File: src/rtl/arb_rr4_pkg.sv
// arb_rr4_pkg: shared FSM encoding and default hold limit for the round-robin arbiter
package arb_rr4_pkg;
    typedef enum logic {IDLE = 1'b0, GRANT = 1'b1} state_t;
    localparam int unsigned MAX_HOLD_DEF = 8;
endpackage

File: src/rtl/arb_rr4_codpri_rot.sv
// codpri_rot: rotating priority encoder, first set bit of req searched upward from ptr
module codpri_rot (
    input  logic [3:0] req,
    input  logic [1:0] ptr,
    output logic [1:0] y,
    output logic       any
);
    logic [3:0] rot;
    logic [1:0] enc;
    for (genvar i = 0; i < 4; i++) begin : g_rot
        assign rot[i] = req[2'(i) + ptr];
    end
    assign enc = rot[0] ? 2'd0 : rot[1] ? 2'd1 : rot[2] ? 2'd2 : 2'd3;
    assign y   = enc + ptr;
    assign any = |req;
endmodule

File: src/rtl/arb_rr4.sv
// arb_rr4: 4-way round-robin arbiter with grant hold and forced timeout
module arb_rr4
    import arb_rr4_pkg::*;
#(
    parameter int unsigned MAX_HOLD = MAX_HOLD_DEF,
    parameter int unsigned CW       = 8
) (
    input  logic       clock,
    input  logic       reset,
    input  logic [3:0] req,
    output logic [3:0] gnt,
    output logic [1:0] gnt_id,
    output logic       gnt_valid,
    output logic       timeout
);
    state_t        state;
    logic [1:0]    ptr;
    logic [CW-1:0] hold_cnt;
    logic [1:0]    win;
    logic          any;

    codpri_rot u_pri (.req(req), .ptr(ptr), .y(win), .any(any));

    always_ff @(posedge clock or posedge reset) begin
        if (reset) begin
            state     <= IDLE;
            gnt       <= 4'b0000;
            gnt_id    <= 2'd0;
            gnt_valid <= 1'b0;
            timeout   <= 1'b0;
            ptr       <= 2'd0;
            hold_cnt  <= '0;
        end else begin
            timeout <= 1'b0;
            case (state)
                IDLE: begin
                    if (any) begin
                        state     <= GRANT;
                        gnt       <= 4'b0001 << win;
                        gnt_id    <= win;
                        gnt_valid <= 1'b1;
                        hold_cnt  <= CW'(1);
                    end
                end
                GRANT: begin
                    // release wins over timeout when both happen on the same edge
                    if (!req[gnt_id] || hold_cnt == CW'(MAX_HOLD)) begin
                        state     <= IDLE;
                        gnt       <= 4'b0000;
                        gnt_id    <= 2'd0;
                        gnt_valid <= 1'b0;
                        ptr       <= gnt_id + 2'd1;
                        timeout   <= req[gnt_id];
                    end else begin
                        hold_cnt <= hold_cnt + 1'b1;
                    end
                end
                default: state <= IDLE;
            endcase
        end
    end
endmodule

File: config.mk
export PLATFORM = sky130hd
export DESIGN_NAME = arb_rr4
export DESIGN_NICKNAME = d
export VERILOG_FILES = /design/src/rtl/arb_rr4_pkg.sv /design/src/rtl/arb_rr4_codpri_rot.sv /design/src/rtl/arb_rr4.sv
export SDC_FILE = /design/constraint.sdc
export NUM_CORES = 1
export LEC_CHECK = 0
export CORE_ASPECT_RATIO = 0.9
export CORE_UTILIZATION = 58
export CTS_CLUSTER_SIZE = 10
export DETAILED_ROUTE_END_ITERATION = 7
export PLACE_DENSITY = 0.88
export SYNTH_ARGS = -nofsm -noshare
export SYNTH_HDL_FRONTEND = slang
export SYNTH_SLANG_ARGS = --single-unit
File: constraint.sdc
create_clock -name clock -period 3.95 [get_ports clock]
set_input_delay 0.79 -clock clock [delete_from_list [all_inputs] [get_ports clock]]
set_output_delay 0.79 -clock clock [all_outputs]
set_load 0.01 [all_outputs]
==> impl_metrics.json, run 1 <==
{
  "synth_flop_cell": "dfrtp_1",
  "cts_inserted_buffers": 3,
  "crit_top_cell": "a311oi_1",
  "irDropWorstVdd_mv": 0.483,
  "synth.area.mux_share_pct": 5.67,
  "fillCellCount": 135,
  "leakage_nw": 0.580,
  "antenna_left": 0,
  "drv_slew": 0,
  "hold_buffers": 0,
  "clock_path_buffers": 2,
  "hold_depth": 1,
  "synth-simple-area-share_pct": 20.6,
  "avgSynthCellArea_sq_um": 9.87,
  "antenna_found_initial": 0,
  "initial_core_util_pct": 64.2,
  "cts_setup_buffers": 0,
  "cts.sinks": 19,
  "rsz0062_at_grt": "false",
  "holdCritPathClass": "flop to flop",
  "path_clk_slew_ns": 0.09,
  "crit_chain": "clkdlybuf4s50_1 -> inv_1 -> a311oi_1 -> a21oi_1 -> ha_1 -> and2_1 -> a32o_1 -> a311oi_1 -> o22ai_1",
  "wl_per_cell_um": 14.8,
  "cp_num_buf_inv": 2,
  "ios": 14,
  "grt_overflow_total": 0,
  "grt_pass1_vias": 833,
  "fmax_mhz": 335,
  "synthToLayoutAreaGrowth_pct": 14.0,
  "crit_arrival_ns": 3.14,
  "drt_iter0_markers": 20,
  "post_cts_resize_count": 0,
  "worstMarginPinSlew_ns": 0.752,
  "core_area_sq_mm": 0.00175,
  "diodes": 0,
  "cp_max_fo": 7,
  "yosysWarningCount": 0,
  "worst-path-stages": 9,
  "std_cell_rows": 14,
  "start_kind": "input port",
  "place.gp.congestion": 0.939,
  "finalWirelength_um": 2220,
  "grtUsageTotal_pct": 23.8,
  "synthAdderAreaFrac_pct": 3.34,
  "ys_seq_elements": 19,
  "syn_inst": 114,
  "cts_root_buf": "clkbuf_4",
  "tritoncts": "yes",
  "cp.required_ns": 4.11,
  "fin_cells": 150,
  "route.detailed.drc": 0,
  "ys_types": 46,
  "grt_max_degree": 20,
  "netlist_area_sq_mm": 0.00112,
  "port_buffers": 13,
  "cpMaxStageDelayCell": "clkdlybuf4s50_1",
  "synth_top_family_by_area": "compound AO/OA/AOI/OAI gates",
  "maxSlewHeadroom_pct": 49.9,
  "synth_compound_area_share_pct": 21.7,
  "dp_cells": 146,
  "cp-end-kind": "flop",
  "nNetsFinal": 136,
  "fin_crit_sh_pct": 75.6,
  "via_count": 924,
  "timing_hold_violations_final": 0,
  "synth_xor_area_share_pct": 1.56,
  "status": "completed",
  "async_reset_ff_share_pct": 100,
  "clock_latency_ns": 0.30,
  "power_per_cell_area_mw_per_mm2": 683,
  "crit_family": "compound AO/OA/AOI/OAI gates",
  "die_h_um": 43.8,
  "synth_edf_count": 0,
  "die_w_um": 48.4,
  "hpwl_um": 1650,
  "drive_gt1_share_pct": 7.94,
  "cpPeakStageDelay_ns": 0.58,
  "tns_ns": 0,
  "setup_violations": 0,
  "drv_cap": 0,
  "grt_pass1_wl_um": 3800,
  "total_power_w": 0.000875,
  "crit_type": "input port to flop",
  "r2r_slack_ns": 1.46,
  "r2r.worst_path.cells": 9,
  "htreeDepth": 1,
  "syn-num-nets": 123,
  "dieArea_sq_mm": 0.00212,
  "min_period_ns": 2.99,
  "viasPerCell": 6.16,
  "skew_ns": 0.00834,
  "firstDrtPassIters": 5,
  "seq_area_frac_synth_pct": 42.3
}
==> cell usage after synthesis (3+ instances only) <==
cell / n / area, sq um
dfrtp_1: 19 / 475
nand2_1: 9 / 33.8
inv_1: 7 / 26.3
a21oi_1: 6 / 30.0
nand3_1: 5 / 25.0
nor2_1: 5 / 18.8
a21o_1: 3 / 22.5
a32o_1: 3 / 30.0
and3_1: 3 / 18.8
ha_1: 3 / 37.5
mux2i_1: 3 / 30.0
nand2b_1: 3 / 18.8
o31ai_1: 3 / 22.5
==> area by class of cell <==
cell class / count / area, sq um / share of cell area [%]
Tap cell: 24 / 30.0 / 2.34
Multi-Input combinational cell: 83 / 594 / 46.3
Clock buffer: 4 / 26.3 / 2.05
Sequential cell: 19 / 475 / 37.1
Timing Repair Buffer: 13 / 130 / 10.1
Inverter: 7 / 26.3 / 2.05
==> metrics by stage <==
stage          hold slack (ns)  utilization, %  setup slack [ns]  area (sq um)
2_1_floorplan            0.461               -              1.48          1120
3_3_place_gp             0.468            71.7             0.755          1260
3_5_place_dp             0.479            71.7             0.685          1260
4_1_cts                  0.512            73.2             0.997          1280
5_1_grt                  0.523            73.2             0.764          1280
6_report                 0.507            73.2             0.964          1280
==> worst paths after layout <==
check                           startpoint          end
worst min-delay path             gnt_valid    gnt_valid
max in group asynchronous            reset       ptr[1]
worst max register to register      ptr[1]       gnt[3]
min in group asynchronous            reset  hold_cnt[2]
worst min register to register   gnt_valid    gnt_valid
worst max-delay path                req[2]       gnt[3]
==> layout by cell type (no fill, tap or decap), drive strengths merged, types with 4 or more instances in the layout <==
master and n:
a21oi 7, and2 4, clkbuf 4, clkdlybuf4s50 13
dfrtp 19, inv 7, nand2 10, nand3 5
nor2 5
==> registers in the layout (all words and copies together), names as in the netlist <==
register   count
hold_cnt       8
timeout        1
gnt_valid      1
ptr            2
state          1
gnt            4
gnt_id         2
==> power by group <==
group	switching (W)	internal, W	leakage (nW)
logic	0.000227	0.000216	0.321
registers	0.0000831	0.000254	0.244
clock network	0.0000568	0.0000393	0.0150
==> metal layers <==
metal	GRT usage, %	part of all wire (%)	up-vias
met4	10.6	1.5	0
met2	37.7	43	24
met3	3.16	2.9	5
met5	0	0	-
li1	-	-	452
met1	33.4	53	443
==> kinds of logic (layout without fill, tap and decap cells) <==
logic type               after synthesis  count (layout)
adder cells (fa/ha/maj)                3               3
AO/OA/AOI/OAI                         32              32
AND/OR/NAND/NOR                       41              41
multiplexers                           5               5
buffers and inverters                 12              24
XOR/XNOR                               2               2
flip-flops                            19              19
Note: power is estimated with default switching activity, not from simulation.
==> run 2: changes to the inputs <==
Settings changed: CORE_UTILIZATION 58 to 54, PLACE_DENSITY 0.88 to 0.83.
Clock period 3.95 ns to 2.8 ns, I/O delays scaled along.
==> impl_metrics.json, run 2 (same netlist as run 1, synthesis figures left out) <==
{
  "cts_root_buf": "clkbuf_4",
  "drv_slew": 0,
  "grtUsageTotal_pct": 23.2,
  "largest_reg_flops": 8,
  "r2r_slack_ns": 0.53,
  "final_cell_mix": "dfrtp_1, clkdlybuf4s50_1, nand2_1, inv_1, a21oi_1",
  "grt_pass1_wl_um": 3760,
  "tritoncts": "yes",
  "finalInstanceArea_sq_mm": 0.00132,
  "fin_crit_sh_pct": 87.6,
  "timing_hold_violations_final": 0,
  "cp-end-kind": "flop",
  "finalWirelength_um": 2340,
  "antenna_found_initial": 0,
  "rsz0062_at_grt": "false",
  "leakage_nw": 0.603,
  "cts_inserted_buffers": 3,
  "grt_max_degree": 20,
  "crit_chain": "clkdlybuf4s50_1 -> nand2b_1 -> a21oi_1 -> a311oi_1 -> a21oi_1 -> ha_1 -> and2_1 -> a32o_1 -> a311oi_1 -> buf_4 -> o22ai_1",
  "grt_pass1_vias": 833,
  "irDropWorstVdd_mv": 0.616,
  "viasPerCell": 6.10,
  "die_w_um": 50.1,
  "path_clk_slew_ns": 0.10,
  "antenna_left": 0,
  "final_util_pct": 68.3,
  "cp.required_ns": 2.99,
  "synthToLayoutAreaGrowth_pct": 17.5,
  "hpwl_um": 1690,
  "cpPeakStageDelay_ns": 0.47,
  "r2r.worst_path.cells": 10,
  "top_register": "hold_cnt",
  "drv_cap": 0,
  "grt_overflow_total": 0,
  "worstMarginPinSlew_ns": 0.727,
  "reg2reg_from": "ptr[1]",
  "cp_max_fo": 5,
  "fillCellCount": 156,
  "wl_per_cell_um": 15.0,
  "skew_ns": 0.00481,
  "min_period_ns": 2.45,
  "clock_path_buffers": 2,
  "place.gp.congestion": 0.825,
  "firstDrtPassIters": 4,
  "htreeDepth": 1,
  "initial_core_util_pct": 58.2,
  "start_kind": "input port",
  "nNetsFinal": 141,
  "r2r_end": "gnt[3]",
  "core_area_sq_mm": 0.00193,
  "hold_buffers": 0,
  "die_h_um": 45.3,
  "reg_top3": "hold_cnt: 8 flops, gnt: 4 flops",
  "clock_latency_ns": 0.30,
  "port_buffers": 13,
  "power_per_cell_area_mw_per_mm2": 960,
  "route.detailed.drc": 0,
  "dieArea_sq_mm": 0.00227,
  "maxSlewHeadroom_pct": 51.5,
  "setup_violations": 0,
  "drive_gt1_share_pct": 11.5,
  "cts.sinks": 19,
  "drt_iter0_markers": 35,
  "fmax_mhz": 408,
  "std_cell_rows": 15,
  "crit_type": "input port to flop",
  "setup.worst_path.start": "req[1]",
  "crit_arrival_ns": 2.65,
  "final_common_cell": "dfrtp_1",
  "endpoint": "gnt[3]",
  "cpMaxStageDelayCell": "clkdlybuf4s50_1",
  "holdCritPathClass": "flop to flop",
  "via_count": 952,
  "tns_ns": 0,
  "cts_setup_buffers": 0,
  "diodes": 0,
  "total_power_w": 0.00127,
  "status": "completed",
  "placed_area_sq_mm": 0.00129,
  "post_cts_resize_count": 0,
  "ios": 14
}
run 2: how the worst min path moves through the flow:
stage | from | endpoint | cells past startpoint
finish | gnt_valid | gnt_valid | 1
global route | gnt_valid | gnt_valid | 1
CTS | gnt_valid | gnt_valid | 1
detailed placement | gnt_valid | gnt_valid | 1
global placement | gnt_valid | gnt_valid | 1
floorplan | hold_cnt[4] | hold_cnt[4] | 1
run 2: layout make-up:
class | instances | area, sq um | area share, %
inverter | 7 | 26.3 | 1.99
sequential | 19 | 475 | 36.0
tap | 25 | 31.3 | 2.37
multi-input combinational | 83 | 594 | 45.0
timing repair buffer | 18 | 168 | 12.7
clock buffer | 4 | 26.3 | 1.99
run 2: stage by stage:
| stage | setup slack, ns | hold WS, ns | cells |
|---|---|---|---|
| CTS | 0.350 | 0.511 | 156 |
| floorplan | 0.558 | 0.461 | 114 |
| finish | 0.348 | 0.508 | 156 |
| global route | 0.227 | 0.542 | 156 |
| detailed placement | 0.0435 | 0.478 | 152 |
| global placement | 0.0903 | 0.463 | 152 |
run 2: per-layer routing:
| metal | share of wire, % | vias up | track usage, % | wire [um] |
|---|---|---|---|---|
| li1 | - | 458 | - | - |
| met1 | 49 | 460 | 31.5 | 1150 |
| met2 | 43 | 29 | 34.7 | 1020 |
| met3 | 5.0 | 5 | 4.38 | 116 |
| met4 | 2.2 | 0 | 13.7 | 51 |
| met5 | 0 | - | 0 | 0 |
run 2: power breakdown:
part	switching, W	total [W]	internal (W)
Clock	0.0000818	0.000137	0.0000556
Combinational	0.000322	0.000655	0.000333
Sequential	0.000119	0.000477	0.000358
run 2: critical path, delay by kind of cell:
family | cells | cell delay, ns
buf+inv | 2 | 0.65
fa+ha+maj | 1 | 0.23
compound gates | 6 | 0.93
simple gates | 2 | 0.27
==> run 3: changes to the inputs <==
Settings changed: REMOVE_ABC_BUFFERS set to 1.
==> impl_metrics.json, run 3 (same netlist as run 1, synthesis figures left out) <==
{
  "nNetsFinal": 143,
  "cts_setup_buffers": 0,
  "post_cts_resize_count": 0,
  "drive_gt1_share_pct": 12.8,
  "port_buffers": 13,
  "final_common_cell": "dfrtp_1",
  "hold_depth": 1,
  "final_cell_mix": "dfrtp_1, clkdlybuf4s50_1, nand2_1, inv_1, buf_4",
  "cp_max_fo": 5,
  "reg_top3": "hold_cnt: 8 flops, gnt: 4 flops",
  "cts.sinks": 19,
  "grtUsageTotal_pct": 23.2,
  "hold_buffers": 0,
  "timing_hold_violations_final": 0,
  "htreeDepth": 1,
  "fin_crit_sh_pct": 87.5,
  "r2r_end": "gnt[3]",
  "skew_ns": 0.00267,
  "cp-end-kind": "flop",
  "grt_overflow_total": 0,
  "grt_pass1_wl_um": 3850,
  "leakage_nw": 0.613,
  "crit_arrival_ns": 2.62,
  "holdCritPathClass": "flop to flop",
  "drv_cap": 0,
  "core_area_sq_mm": 0.00193,
  "maxSlewHeadroom_pct": 54.5,
  "dieArea_sq_mm": 0.00227,
  "dp_cells": 154,
  "tns_ns": 0,
  "hpwl_um": 1820,
  "ios": 14,
  "fin_cells": 158,
  "total_power_w": 0.00129,
  "top_register": "hold_cnt",
  "diodes": 0,
  "wl_per_cell_um": 15.3,
  "largest_reg_flops": 8,
  "multiInputGateArea_sq_um": 594,
  "synthToLayoutAreaGrowth_pct": 18.8,
  "antenna_found_initial": 0,
  "grt_max_degree": 20,
  "hold_end": "hold_cnt[4]",
  "path_clk_slew_ns": 0.10,
  "clock_path_buffers": 2,
  "place_ws_ns": 0.0591,
  "die_h_um": 45.3,
  "drt_iter0_markers": 24,
  "setup_violations": 0,
  "grt_pass1_vias": 876,
  "r2r_slack_ns": 0.53,
  "reg2reg_from": "ptr[1]",
  "die_w_um": 50.1,
  "status": "completed",
  "clock_latency_ns": 0.29,
  "cts_root_buf": "clkbuf_4",
  "viasPerCell": 6.00,
  "holdWs_ns": 0.507,
  "crit_type": "input port to flop",
  "finalWirelength_um": 2430,
  "drv_slew": 0,
  "irDropWorstVdd_mv": 0.598,
  "route.detailed.drc": 0,
  "std_cell_rows": 15,
  "regArea_sq_um": 475,
  "hold_start": "hold_cnt[4]",
  "worstMarginPinSlew_ns": 0.682,
  "firstDrtPassIters": 4,
  "min_period_ns": 2.45,
  "cp.required_ns": 2.97,
  "power_per_cell_area_mw_per_mm2": 965,
  "rsz0062_at_grt": "false",
  "via_count": 948,
  "place.gp.congestion": 0.822,
  "initial_core_util_pct": 58.2,
  "tritoncts": "yes",
  "fillCellCount": 152,
  "fmax_mhz": 408,
  "antenna_left": 0,
  "layout_setup_ws_ns": 0.349,
  "r2r.worst_path.cells": 10,
  "start_kind": "input port",
  "cts_inserted_buffers": 3
}
run 3: cell types whose count changed in the layout (fill, tap and decap cells not counted), sizes merged:
cell,change
buf,+2
run 3: how the worst max path moves through the flow:
stage / start / to / slack (ns) / depth (start not counted)
final: req[1] / gnt[3] / 0.35 / 11
after global placement: req[1] / gnt[3] / 0.09 / 11
after floorplan: req[1] / gnt[3] / 0.56 / 9
after CTS: req[1] / gnt[3] / 0.36 / 11
after global routing: req[0] / gnt[3] / 0.28 / 11
after detailed placement: req[1] / gnt[3] / 0.06 / 11
run 3: cell type report:
class / count / share of cell area, %
Multi-Input combinational cell: 83 / 44.5
Sequential cell: 19 / 35.6
Timing Repair Buffer: 20 / 13.7
Tap cell: 25 / 2.34
Clock buffer: 4 / 1.97
Inverter: 7 / 1.97
run 3: report_power, final:
group	total (W)	internal, W	switching (W)
logic	0.000677	0.000343	0.000333
registers	0.000479	0.000358	0.000121
clock network	0.000134	0.0000554	0.0000785
run 3: per-stage QoR:
stage | area [sq um] | util, %
3_3_place_gp | 1310 | 67.8
4_1_cts | 1340 | 69.1
6_report | 1340 | 69.1
5_1_grt | 1340 | 69.1
3_5_place_dp | 1310 | 67.8
2_1_floorplan | 1100 | -
run 3: per-layer routing:
layer / up-vias / global-route usage [%] / wire length [um]
met5: - / 0 / 0
met4: 0 / 6.29 / 15
met3: 2 / 4.04 / 63
met2: 23 / 37.9 / 1150
met1: 457 / 32.2 / 1200
li1: 466 / - / -
run 3: worst max-delay path, cell delays in order:
cell and delay, ns:
clkdlybuf4s50_1 0.45, nand2b_1 0.09, a21oi_1 0.07, a311oi_1 0.24, a21oi_1 0.07, ha_1 0.22
and2_1 0.17, a32o_1 0.24, a311oi_1 0.23, buf_4 0.19, o22ai_1 0.10
